--- config.mk ---
export PLATFORM = sky130hd
export DESIGN_NAME = vblank_scheduler
export DESIGN_NICKNAME = d
export VERILOG_FILES = /design/src/rtl/vga_sched_pkg.sv /design/src/rtl/lowest_bit_onehot.sv /design/src/rtl/vblank_scheduler.sv
export SDC_FILE = /design/constraint.sdc
export NUM_CORES = 1
export LEC_CHECK = 0
export CAP_MARGIN = 20
export CORE_ASPECT_RATIO = 0.75
export CORE_UTILIZATION = 25
export DETAILED_ROUTE_END_ITERATION = 10
export PLACE_DENSITY = 0.53
export SLEW_MARGIN = 5
export SYNTH_ARGS = -nofsm -noshare
export SYNTH_HDL_FRONTEND = slang
export SYNTH_SLANG_ARGS = --single-unit
--- constraint.sdc ---
create_clock -name clck -period 6.06 [get_ports clck]
set_input_delay 1.212 -clock clck [delete_from_list [all_inputs] [get_ports clck]]
set_output_delay 1.212 -clock clck [all_outputs]
set_load 0.05 [all_outputs]
--- src/rtl/vga_sched_pkg.sv ---
// Shared types and constants for the vertical-blanking update scheduler.
package vga_sched_pkg;

  typedef enum logic [1:0] {
    IDLE  = 2'd0,
    SCAN  = 2'd1,
    GRANT = 2'd2
  } sched_state_t;

  localparam int DEF_NUM_CLIENTS    = 3;
  localparam int DEF_TIMEOUT_CYCLES = 1024;
  localparam int DEF_FCNT_W         = 16;

  // 640x480 VGA frame: visible lines and vertical blanking lines
  localparam int VGA_ACTIVE_LINES = 480;
  localparam int VGA_BLANK_LINES  = 45;

endpackage

--- src/rtl/lowest_bit_onehot.sv ---
// Isolates the lowest set bit of a vector as a one-hot word (zero in, zero out).
module lowest_bit_onehot #(
  parameter int NUM_CLIENTS = 3
) (
  input  logic [NUM_CLIENTS-1:0] i_vec,
  output logic [NUM_CLIENTS-1:0] o_onehot
);

  // x & -x keeps only the least significant one; bit 0 is the highest priority
  assign o_onehot = i_vec & (~i_vec + NUM_CLIENTS'(1));

endmodule

--- src/rtl/vblank_scheduler.sv ---
// Grants the per-frame update slot to requesting clients, one at a time in
// priority order, during vertical blanking; flags overruns and hung clients.
module vblank_scheduler
  import vga_sched_pkg::*;
#(
  parameter int NUM_CLIENTS    = DEF_NUM_CLIENTS,
  parameter int TIMEOUT_CYCLES = DEF_TIMEOUT_CYCLES,
  parameter int FCNT_W         = DEF_FCNT_W
) (
  input  logic                   clck,
  input  logic                   reset,
  input  logic                   activeLine,
  input  logic [NUM_CLIENTS-1:0] req,
  input  logic [NUM_CLIENTS-1:0] done,
  input  logic                   clear_err,
  output logic [NUM_CLIENTS-1:0] grant,
  output logic [NUM_CLIENTS-1:0] start,
  output logic                   frame_start,
  output logic                   busy,
  output logic                   overrun,
  output logic                   timeout_err,
  output logic [FCNT_W-1:0]      frame_count
);

  localparam int CNT_W = (TIMEOUT_CYCLES > 1) ? $clog2(TIMEOUT_CYCLES) : 1;
  localparam logic [CNT_W-1:0] CNT_LAST = CNT_W'(TIMEOUT_CYCLES - 1);

  sched_state_t           r_state, w_state_next;
  logic                   r_act_q;
  logic [NUM_CLIENTS-1:0] r_pending, w_pending_next;
  logic [NUM_CLIENTS-1:0] r_grant, w_grant_next;
  logic [NUM_CLIENTS-1:0] r_start, w_start_next;
  logic                   r_frame_start, w_frame_start_next;
  logic                   r_overrun, w_overrun_next;
  logic                   r_timeout_err, w_timeout_err_next;
  logic [FCNT_W-1:0]      r_frame_count, w_frame_count_next;
  logic [CNT_W-1:0]       r_cnt, w_cnt_next;

  logic                   w_fall;
  logic                   w_accept;
  logic                   w_set_overrun;
  logic                   w_set_timeout;
  logic [NUM_CLIENTS-1:0] w_lowest;
  logic [NUM_CLIENTS-1:0] w_remaining;

  lowest_bit_onehot #(
    .NUM_CLIENTS(NUM_CLIENTS)
  ) u_lowest (
    .i_vec   (r_pending),
    .o_onehot(w_lowest)
  );

  assign w_fall      = ~activeLine & r_act_q;
  // r_grant is zero outside GRANT, so done from anyone else never matches
  assign w_accept    = |(done & r_grant);
  assign w_remaining = r_pending & ~(r_grant & {NUM_CLIENTS{w_accept}});

  always_comb begin
    w_state_next       = r_state;
    w_pending_next     = r_pending;
    w_grant_next       = r_grant;
    w_start_next       = '0;
    w_frame_start_next = 1'b0;
    w_frame_count_next = r_frame_count;
    w_cnt_next         = r_cnt;
    w_set_overrun      = 1'b0;
    w_set_timeout      = 1'b0;

    case (r_state)
      IDLE: begin
        if (w_fall) begin
          w_pending_next     = req;
          w_frame_count_next = r_frame_count + FCNT_W'(1);
          w_frame_start_next = 1'b1;
          w_state_next       = SCAN;
        end
      end
      SCAN: begin
        if (activeLine) begin
          w_set_overrun  = |r_pending;
          w_pending_next = '0;
          w_state_next   = IDLE;
        end else if (r_pending == '0) begin
          w_state_next = IDLE;
        end else begin
          w_grant_next = w_lowest;
          w_start_next = w_lowest;
          w_cnt_next   = '0;
          w_state_next = GRANT;
        end
      end
      GRANT: begin
        // Blanking ended: a same-cycle done still counts before judging overrun
        if (activeLine) begin
          w_set_overrun  = |w_remaining;
          w_pending_next = '0;
          w_grant_next   = '0;
          w_state_next   = IDLE;
        end else if (w_accept || (r_cnt == CNT_LAST)) begin
          w_set_timeout  = ~w_accept;
          w_pending_next = r_pending & ~r_grant;
          w_grant_next   = '0;
          w_state_next   = SCAN;
        end else begin
          w_cnt_next = r_cnt + CNT_W'(1);
        end
      end
      default: begin
        w_pending_next = '0;
        w_grant_next   = '0;
        w_state_next   = IDLE;
      end
    endcase

    w_overrun_next     = w_set_overrun | (r_overrun & ~clear_err);
    w_timeout_err_next = w_set_timeout | (r_timeout_err & ~clear_err);
  end

  always_ff @(posedge clck or negedge reset) begin
    if (!reset) begin
      r_state       <= IDLE;
      r_act_q       <= 1'b0;
      r_pending     <= '0;
      r_grant       <= '0;
      r_start       <= '0;
      r_frame_start <= 1'b0;
      r_overrun     <= 1'b0;
      r_timeout_err <= 1'b0;
      r_frame_count <= '0;
      r_cnt         <= '0;
    end else begin
      r_state       <= w_state_next;
      r_act_q       <= activeLine;
      r_pending     <= w_pending_next;
      r_grant       <= w_grant_next;
      r_start       <= w_start_next;
      r_frame_start <= w_frame_start_next;
      r_overrun     <= w_overrun_next;
      r_timeout_err <= w_timeout_err_next;
      r_frame_count <= w_frame_count_next;
      r_cnt         <= w_cnt_next;
    end
  end

  assign grant       = r_grant;
  assign start       = r_start;
  assign frame_start = r_frame_start;
  assign busy        = (r_state != IDLE);
  assign overrun     = r_overrun;
  assign timeout_err = r_timeout_err;
  assign frame_count = r_frame_count;

endmodule

; Word level (Yosys, flattened, before mapping)
; Cells that the tools add are included.
[totals]
ff_bits = 41
latchBits = 0
ram_bits = 0
mem_bits_ro = 0
inputBits = 10
output_inout_bits = 26
elab_cells = 85
memories = 0
[op_classes]
n_addsub = 3
multipliers = 0
div = 0
n_lt_le_gt_ge = 0
eq_ne = 10
shift = 0
n_mux = 32
n_bitwise = 17
reduce_logical = 13
[op_table]
columns = operator, count
row1 = 2-to-1 mux 10 bit, 4
row2 = 2-to-1 mux 3 bit, 11
row3 = one-hot mux 10 bit (2 select lines), 1
row4 = one-hot mux 3 bit (3 select lines), 2
row5 = adder 16 x 1 -> 16 bit (second input constant), 1
row6 = AND 3 bit, 5
row7 = != test 2 bit (second input constant), 6
row8 = adder 10 x 1 -> 10 bit (second input constant), 1
row9 = equality test 10 bit (second input constant), 1
row10 = 2-to-1 mux 2 bit, 5
row11 = NOT 3 bit, 3
row12 = OR reduction 3 bit, 3
row13 = 2-to-1 mux 1 bit, 7
row14 = one-hot mux 2 bit (3 select lines), 1
row15 = AND reduction 5 bit, 1
row16 = NOT 1 bit, 4
row17 = AND reduction 2 bit, 2
row18 = AND reduction 4 bit, 1
row19 = nonzero test 2 bit, 2
row20 = adder 3 x 1 -> 3 bit (second input constant), 1
row21 = AND 1 bit, 3
row22 = logical NOT 3 bit, 1
row23 = != test 3 bit (second input constant), 1
row24 = AND reduction 3 bit, 1
row25 = other kinds (6), 7

; Depth between registers and ports, before layout
; Gate-level depths: netlist (run 1).
[depth]
word_depth = 9
mapped_depth = 9
mapped_depth_nobuf = 6

; Cells and area by module
; A second synthesis (run 1) with hierarchy kept.
[unflattened]
cells_unflattened = 195
area_unflattened_um2 = 2037.0
[modules_own_cells]
columns = module, n_inst, cells_per_inst, area_per_inst_um2, seq_area_each_um2
row1 = vblank_scheduler, 1, 192, 2010.7, 1026.0
row2 = lowest_bit_onehot, 1, 3, 26.3, 0.0

; Worst setup path after synthesis (run 1)
; No wires, ideal clock.
[synth_path]
path_type = in2reg
start = in done[1]
end = reg r_cnt[5]
setup_ns = 0.124
t_arrival_ns = 2.685
t_required_ns = 5.936
setup_slack_ns = 3.251
cell_stages = 5
n_path_buf = 1
cell_sequence = a222oi_1 > nand2_2 > buf_2 > o311a_1 > a211o_1
[synth_via]
elab_chain_cells = 5
[synth_rtl]
columns = element, line
row1 = "start, declared", vblank_scheduler.sv:14  ; input logic [NUM_CLIENTS-1:0] done,
row2 = AND 3 bit, vblank_scheduler.sv:55  ; assign w_accept = |(done & r_grant);
row3 = OR reduction 3 bit, vblank_scheduler.sv:55
row4 = logical OR 1 bit, vblank_scheduler.sv:99  ; end else if (w_accept || (r_cnt == CNT_LAST)) begin
row5 = != test 2 bit (no line), --
row6 = AND reduction 5 bit (no line), --
row7 = "end signal, assigned", vblank_scheduler.sv:141  ; r_cnt <= w_cnt_next;
row8 = "end, declared", vblank_scheduler.sv:37  ; logic [CNT_W-1:0] r_cnt, w_cnt_next;
; Every way passes these cells.
; A chain may end at the register's enable or synchronous reset.

; Worst setup path in the final report (run 1)
[layout_path]
start = in done[1]
end = reg r_cnt[0]
; The elaborated chain is that of the path after synthesis.

==> impl_metrics.tcl, run 1 <==
set metrics [dict create \
    status "complete, no violations" \
    ios 36 \
    synthArstFlopShare 1.00 \
    post-route-period-util 0.571 \
    dp_cells 346 \
    synth-simple-area-share 0.217 \
    core_mm2 0.00849 \
    wl_per_cell_um 14.9 \
    portBuffers 35 \
    synth_ff_type "dfrtp_1" \
    die_y_um 83.1 \
    die_width_um 110 \
    drt-total-wl_um 5270 \
    gp_congestion 0.800 \
    clk_latency_ns 0.28 \
    drive_gt1_frac 0.0650 \
    leakage_nw 1.20 \
    crit_arrival_ns 3.62 \
    num_rows 29 \
    num_vias 1781 \
    die-area_mm2 0.00915 \
    drcViolationCount 0 \
    fmax_ghz 0.289 \
    hold_viol 0 \
    dr.pass1.iters 4 \
    synth.avg_cell_area_um2 10.3 \
    path_max_fanout 12 \
    grt_usage 0.123 \
    antenna_found_initial 0 \
    cts_root_buffer "clkbuf_16" \
    hold_buffers 0 \
    final_cell_area_mm2 0.00281 \
    min_from "frame_count[15]$_DFFE_PN0P_" \
    final_cells 354 \
    synth_nets 228 \
    cts_buffer_depth 2 \
    num_antenna_cells 0 \
    initialDrtViolationCount 96 \
    worst_ep_required_time_ns 6.22 \
    drv_slew 0 \
    hold_class "flip-flop to flip-flop" \
    setup-tns-final_ns 0 \
    rsz0062_at_grt "false" \
    cts_buffers 5 \
    synth_edf_count 0 \
    clkSinkCount 41 \
    tightest_slew_ns 0.942 \
    synthTopCellsByArea "dfrtp_1 (47%), xnor2_1 (5.6%), ha_1 (3.4%)" \
    fin_nets 261 \
    power.density_mw_per_mm2 421 \
    synth_mux_area_frac 0.0286 \
    cp_top_family "compound AO/OA/AOI/OAI gates" \
    cp_cell_sequence "clkdlybuf4s50_1 -> a222oi_1 -> nand2_2 -> o31a_1 -> a221o_1" \
    cts_tree "yes" \
    yosysMostFrequentCell "dfrtp_1" \
    ir_drop_uv 329 \
    max_cap_violations 0 \
    synth_cells 212 \
    yosys.area.top_type "dfrtp_1" \
    grt_max_degree 42 \
    crit_buf_inv 1 \
    dpl-instance-area_mm2 0.00263 \
    area_growth_pct 28.2 \
    start_kind "input pin" \
    path_clk_slew_ns 0.06 \
    ant_nets 0 \
    synth.distinct_cells 48 \
    yosys.area_share.xor_xnor 0.0600 \
    synth_top_area_share 0.468 \
    vias_per_cell 5.03 \
    endpoint_kind "flip-flop" \
    synth_fa_ha_area_frac 0.0343 \
    cts_htree_levels 2 \
    dpl.hpwl_um 3850 \
    cts.repair_timing.setup_buffer_count 0 \
    power.total_mw 1.18 \
    skew_ns 0.00333 \
    grt_pass1_wl_um 8780 \
    ys_ff_latch 41 \
    yosysSeqAreaShare 0.468 \
    grt_overflow 0 \
    cts-resized-gates 0 \
    grt_pass1_vias 1704 \
    cpPeakStageDelay_ns 0.81 \
    synth_compound_area_frac 0.157 \
    synth_top_family_by_area "simple AND/OR/NAND/NOR gates" \
    initial_utilization 0.258 \
    crit_slowest_cell "a222oi_1" \
    fin_crit_ns 3.46 \
    crit_start "done[1]" \
    critPathKind "input pin to flip-flop" \
    worstReg2RegStart "r_state[0]$_DFFE_PN0P_" \
    synthTopCellsByCount "dfrtp_1 (41), nand2_1 (18), nand3_1 (14), xnor2_1 (14), inv_1 (10)" \
    syn_area_mm2 0.00219 \
    yosysWarnings 0 \
    maxSlewHeadroom 0.372 \
    finalSetupViolations 0 \
]
-- sequential cells by signal, indices dropped and copies added (netlist names) --
register	flops
frame_count	16
frame_start	1
grant	3
overrun	1
r_act_q	1
r_cnt	10
r_pending	3
r_state	2
start	3
timeout_err	1
-- layout by cell type (no fill, tap or decap), types with 5 or more instances in the layout --
master           netlist  routed
a221o_1                6       6
and3_1                 9       9
and4_1                 5       5
clkbuf_16              0       5
clkdlybuf4s50_1        0      34
dfrtp_1               41      41
ha_1                   6       6
inv_1                 10      10
nand2_1               18      18
nand3_1               14      14
nand4_1                6       6
nor2_1                 7       7
nor3_1                 5       5
xnor2_1               14      14
-- metal layers --
| metal | vias to the layer above | GRT usage | part of all wire |
|---|---|---|---|
| met4 | 0 | 0.0215 | 0.0040 |
| met2 | 34 | 0.164 | 0.40 |
| li1 | 873 | - | - |
| met3 | 2 | 0.0251 | 0.031 |
| met1 | 872 | 0.201 | 0.57 |
| met5 | - | 0 | 0 |
-- where the power goes --
group	switching [mW]	internal [mW]
logic	0.316	0.174
clock network	0.107	0.205
registers	0.0567	0.323
total	0.480	0.702
-- layout make-up --
type                       count  area (um^2)
sequential                    41         1030
fill                         880         5680
multi-input combinational    152         1090
inverter                      10         37.5
clock buffer                   6          139
tap                          108          135
timing repair buffer          35          345
clock inverter                 2         37.5
-- stage by stage --
| stage | utilization | setup slack [ns] | hold slack (ns) |
|---|---|---|---|
| 4_1_cts | 0.331 | 2.57 | 0.485 |
| 3_3_place_gp | 0.310 | 2.38 | 0.461 |
| 2_1_floorplan | - | 3.25 | 0.511 |
| 3_5_place_dp | 0.310 | 2.27 | 0.476 |
| 6_report | 0.331 | 2.60 | 0.477 |
| 5_1_grt | 0.331 | 2.42 | 0.504 |
-- final timing paths --
kind                                          endpoint  slack [ns]  depth (start not counted)
setup / recovery                  r_cnt[0]$_DFFE_PN0P_        2.60                          5
hold / removal             frame_count[15]$_DFFE_PN0P_        0.48                          1
setup reg to reg                  r_cnt[0]$_DFFE_PN0P_        3.21                          6
hold reg to reg            frame_count[15]$_DFFE_PN0P_        0.48                          1
max in group asynchronous         r_cnt[6]$_DFFE_PN0P_        4.40                          1
min in group asynchronous           start[2]$_DFF_PN0_        1.08                          1
-- kinds of logic after synthesis --
logic type / after synthesis
and+or+nand+nor: 85
DFF: 41
AOI/OAI and AO/OA: 40
buffers and inverters: 19
xor gates and xnor gates: 15
muxes: 6
adders and majority gates: 6
-- worst reg2reg max path, delay by kind of cell (launching register included) --
family	cells	cell delay, ns
buffers and inverters	1	0.09
DFF	1	0.41
adders and majority gates	1	0.52
AOI/OAI and AO/OA	2	0.86
and+or+nand+nor	2	0.84
No activity file was read; power rests on OpenSTA's default activity.
==> run 2, diff against run 1 <==
PLACE_DENSITY = 0.54   (was 0.53)
clock period = 2.89 ns   (was 6.06 ns; I/O delays follow)
==> run 2 against run 1 <==
  * Critical endpoint is now busy
  * Highest routed layer unchanged
  * Non-clock buffer count rose by 6
  * The flow now finishes with violations (DRC)
  * Combinational power rose by 120%
  * Total power rose by 100%
  * Worst hold slack got worse by 0.038 ns
  * Critical path type is now flip-flop to output port
  * Count of clock-buffer cells in the layout did not move
  * Die area did not move
  * Critical path depth fell by 1
==> impl_metrics.tcl, run 2 (synthesized netlist as in run 1, its figures left out) <==
set metrics [dict create \
    drive_gt1_frac 0.0833 \
    crit_start "r_state[0]$_DFFE_PN0P_" \
    wl_per_cell_um 14.6 \
    hold_buffers 0 \
    vias_per_cell 4.95 \
    intPower_mw 1.39 \
    portBuffers 35 \
    power.density_mw_per_mm2 850 \
    met3_usage 0.0243 \
    area_growth_pct 28.6 \
    hold_viol 0 \
    met2_usage 0.163 \
    grt_pass1_wl_um 9050 \
    cts_root_buffer "clkbuf_16" \
    skew_ns 0.00355 \
    dpl-instance-area_mm2 0.00268 \
    crit_arrival_ns 1.97 \
    fin_nets 267 \
    initialDrtViolationCount 140 \
    num_vias 1781 \
    path_clk_slew_ns 0.06 \
    rsz0062_at_grt "false" \
    final_cell_area_mm2 0.00282 \
    netSwitchingPower_mw 1.00 \
    clk_latency_ns 0.28 \
    worst_ep_required_time_ns 2.31 \
    dr.pass1.iters 8 \
    cts_buffer_depth 2 \
    antenna_found_initial 0 \
    grt.busiest_layer "met1" \
    clkPwrFrac 0.222 \
    maxSlewHeadroom 0.390 \
    ios 36 \
    die_width_um 110 \
    largest_reg_flops 16 \
    tightest_slew_ns 0.915 \
    die_y_um 83.1 \
    multi_input_area_mm2 0.00109 \
    die-area_mm2 0.00915 \
    drcViolationCount 2 \
    start_kind "flip-flop" \
    swShare 0.419 \
    met1_usage 0.207 \
    fillCellCount 870 \
    cts_htree_levels 2 \
    violations "DRC" \
    leakage_nw 1.22 \
    ant_nets 0 \
    max_cap_violations 0 \
    grt_usage 0.126 \
    seq_area_mm2 0.00103 \
    grt_max_degree 42 \
    setup-tns-final_ns 0 \
    dpl.hpwl_um 3910 \
    fin_crit_ns 2.55 \
    worstReg2RegStart "r_state[0]$_DFFE_PN0P_" \
    num_rows 29 \
    gp_congestion 0.774 \
    final_cell_mix "dfrtp_1 (41), clkdlybuf4s50_1 (34), nand2_1 (18), nand3_1 (14), xnor2_1 (14)" \
    hold_class "input pin to async pin" \
    cts_tree "yes" \
    critPathKind "flip-flop to output port" \
    finalSetupViolations 0 \
    path_max_fanout 9 \
    status "complete, but fails checks" \
    clkSinkCount 41 \
    grt_pass1_vias 1776 \
    endpoint_kind "output port" \
    core_mm2 0.00849 \
    cts_buffers 5 \
    worst_hold_slack_ns 0.439 \
    cts-resized-gates 0 \
    fmax_ghz 0.392 \
    ir_drop_uv 539 \
    initial_utilization 0.258 \
    final_common_cell "dfrtp_1" \
    drv_slew 0 \
    p_comb_frac 0.448 \
    drt-total-wl_um 5260 \
    power.total_mw 2.39 \
    grt_overflow 0 \
    post-route-period-util 0.882 \
    pwr-share-seq 0.330 \
    num_antenna_cells 0 \
    cts.repair_timing.setup_buffer_count 0 \
]
[run 2: changes by cell type in the layout (fill, tap and decap cells not counted)]
cell	delta
clkinv_2	+2
clkbuf_8	-1
clkbuf_1	+1
buf_4	+6
bufinv_16	-1
clkinvlp_4	-1
[run 2: final timing paths]
check | cells past startpoint | slack [ns] | end
max | 4 | 0.34 | busy
min | 1 | 0.44 | frame_count[10]$_DFFE_PN0P_
max reg2reg | 6 | 0.61 | r_cnt[0]$_DFFE_PN0P_
min reg2reg | 1 | 0.48 | frame_count[15]$_DFFE_PN0P_
max in group asynchronous | 1 | 1.89 | frame_count[0]$_DFFE_PN0P_
min in group clck | 1 | 0.48 | frame_count[15]$_DFFE_PN0P_
[run 2: area by class of cell]
type                       instances  share of cell area
tap                              108              0.0480
inverter                          10              0.0133
clock inverter                     2             0.00355
multi-input combinational        152               0.386
sequential                        41               0.364
clock buffer                       6              0.0458
timing repair buffer              41               0.139
[run 2: through the flow]
stage / setup WS (ns) / instances / util
global placement: 0.282 / 352 / 0.315
finish: 0.340 / 360 / 0.332
CTS: 0.327 / 360 / 0.332
floorplan: 0.665 / 212 / -
global route: 0.216 / 360 / 0.332
detailed placement: 0.185 / 352 / 0.315
[run 2: power groups by stage]
stage          Clock [mW]  Sequential [mW]  Combinational, mW
6_report            0.531            0.791               1.07
5_1_grt             0.571            0.812               1.17
4_1_cts             0.544            0.790               1.08
3_5_place_dp            0            0.801               1.07
3_3_place_gp            0            0.798               1.07
2_1_floorplan           0            0.988              0.516
[run 2: routing by layer]
metal,routed length [um],vias to the layer above
met5,0,-
met4,16,0
met3,212,2
met2,2080,38
met1,2960,867
li1,-,874
[run 2: critical path, stage by stage, from the launching register on]
cell	delay, ns
dfrtp_1	0.39
inv_1	0.08
ha_1	0.32
inv_1	0.10
clkdlybuf4s50_1	0.80
==> run 3, diff against run 2 <==
CORE_ASPECT_RATIO = 1.5   (was 0.75)
==> run 3 against run 2 <==
  * The run now ends clean
  * Critical path depth is the same
  * Critical path type unchanged
  * Via count increased by 3.5%
  * Clock power is 34% higher
  * Non-clock buffer count unchanged
  * First-iteration DRC count decreased by 32%
  * Clock skew increased by 0.0017 ns
  * Die area barely moved
  * Global-route usage up 0.19 points
  * Total power grew 7.8%
  * Worst hold slack worse by 0.0033 ns
  * Sequential share of layout area fell by 0.64 points
  * Cell area increased by 1.8%
==> impl_metrics.tcl, run 3 (synthesized netlist as in run 1, its figures left out) <==
set metrics [dict create \
    status "complete, no violations" \
    start_kind "flip-flop" \
    initial_utilization 0.259 \
    ir_drop_uv 429 \
    pwr-share-seq 0.306 \
    tightest_slew_ns 0.924 \
    gp_congestion 0.927 \
    final_cells 359 \
    cts_buffers 5 \
    num_vias 1844 \
    fmax_ghz 0.389 \
    clk_latency_ns 0.28 \
    cts_tree "yes" \
    dr.pass1.iters 4 \
    final_common_cell "dfrtp_1" \
    hold_class "input pin to async pin" \
    grt_usage 0.128 \
    clkSinkCount 41 \
    power.total_mw 2.58 \
    cts-resized-gates 0 \
    drv_slew 0 \
    critPathKind "flip-flop to output port" \
    max_cap_violations 0 \
    fin_nets 267 \
    num_antenna_cells 0 \
    path_max_fanout 9 \
    cts_htree_levels 2 \
    ios 36 \
    post-route-period-util 0.889 \
    grt_pass1_wl_um 8850 \
    worst_ep_required_time_ns 2.31 \
    ant_nets 0 \
    portBuffers 35 \
    vias_per_cell 5.14 \
    swShare 0.394 \
    drt-total-wl_um 5430 \
    die_width_um 78.4 \
    cts_root_buffer "clkbuf_16" \
    die-area_mm2 0.00915 \
    path_clk_slew_ns 0.06 \
    skew_ns 0.00521 \
    intPower_mw 1.57 \
    antenna_found_initial 0 \
    maxSlewHeadroom 0.384 \
    drcViolationCount 0 \
    clkPwrFrac 0.276 \
    dp_cells 351 \
    dpl-instance-area_mm2 0.00268 \
    setup-tns-final_ns 0 \
    grt_max_degree 42 \
    grt_pass1_vias 1745 \
    p_comb_frac 0.418 \
    hold_viol 0 \
    drive_gt1_frac 0.0873 \
    hold_buffers 0 \
    crit_arrival_ns 1.99 \
    final_cell_area_mm2 0.00287 \
    initialDrtViolationCount 95 \
    dpl.hpwl_um 4180 \
    area_growth_pct 30.8 \
    utilization 0.339 \
    power.density_mw_per_mm2 900 \
    finalSetupViolations 0 \
    core_mm2 0.00846 \
    final_cell_mix "dfrtp_1 (41), clkdlybuf4s50_1 (34), nand2_1 (18), nand3_1 (14), xnor2_1 (14)" \
    die_y_um 117 \
    netSwitchingPower_mw 1.02 \
    cts_buffer_depth 2 \
    cts.repair_timing.setup_buffer_count 0 \
    num_rows 41 \
    leakage_nw 1.24 \
    endpoint_kind "output port" \
    fin_crit_ns 2.57 \
    grt_overflow 0 \
    wl_per_cell_um 15.1 \
    rsz0062_at_grt "false" \
    largest_reg_flops 16 \
]
run 3: stage by stage:
stage          hold slack, ns  worst slack [ns]
2_1_floorplan           0.282             0.665
3_5_place_dp            0.470             0.338
6_report                0.436             0.320
5_1_grt                 0.495             0.239
4_1_cts                 0.469             0.302
3_3_place_gp            0.461             0.333
run 3: worst paths after layout:
kind                                        startpoint                           to  slack [ns]  cells after the start
setup / recovery                r_state[0]$_DFFE_PN0P_                         busy        0.32                      4
hold / removal                                   reset  frame_count[12]$_DFFE_PN0P_        0.44                      1
setup reg to reg                r_state[1]$_DFFE_PN0P_         grant[2]$_DFFE_PN0P_        0.58                      6
hold reg to reg            frame_count[15]$_DFFE_PN0P_  frame_count[15]$_DFFE_PN0P_        0.47                      1
max in group asynchronous                        reset           start[1]$_DFF_PN0_        1.88                      1
min in group clck          frame_count[15]$_DFFE_PN0P_  frame_count[15]$_DFFE_PN0P_        0.47                      1
run 3: routing by layer:
layer	vias up	global-route usage	part of all wire	wire (um)
met5	-	0	0	0
met4	0	0.104	0.055	301
met3	16	0.0266	0.037	202
met2	54	0.227	0.52	2830
met1	898	0.130	0.39	2100
li1	876	-	-	-
run 3: final cells by class:
class | instances | area [um^2]
clock inverters | 3 | 65.1
well taps | 107 | 134
multi-input cells | 152 | 1090
clock buffers | 5 | 125
inverters | 10 | 37.5
repair buffers | 41 | 390
fillers | 870 | 5600
flip-flops and latches | 41 | 1030
run 3: power by group through the flow:
stage | Clock [mW] | Combinational (mW) | Sequential, mW
floorplan | 0 | 0.516 | 0.988
global placement | 0 | 1.08 | 0.801
detailed placement | 0 | 1.08 | 0.803
CTS | 0.728 | 1.09 | 0.792
global route | 0.759 | 1.15 | 0.811
finish | 0.711 | 1.08 | 0.790
run 3: worst max-delay path, cell delays in order (launching register included):
cell and delay, ns:
dfrtp_1 0.39, inv_1 0.08, ha_1 0.34, inv_1 0.10, clkdlybuf4s50_1 0.80
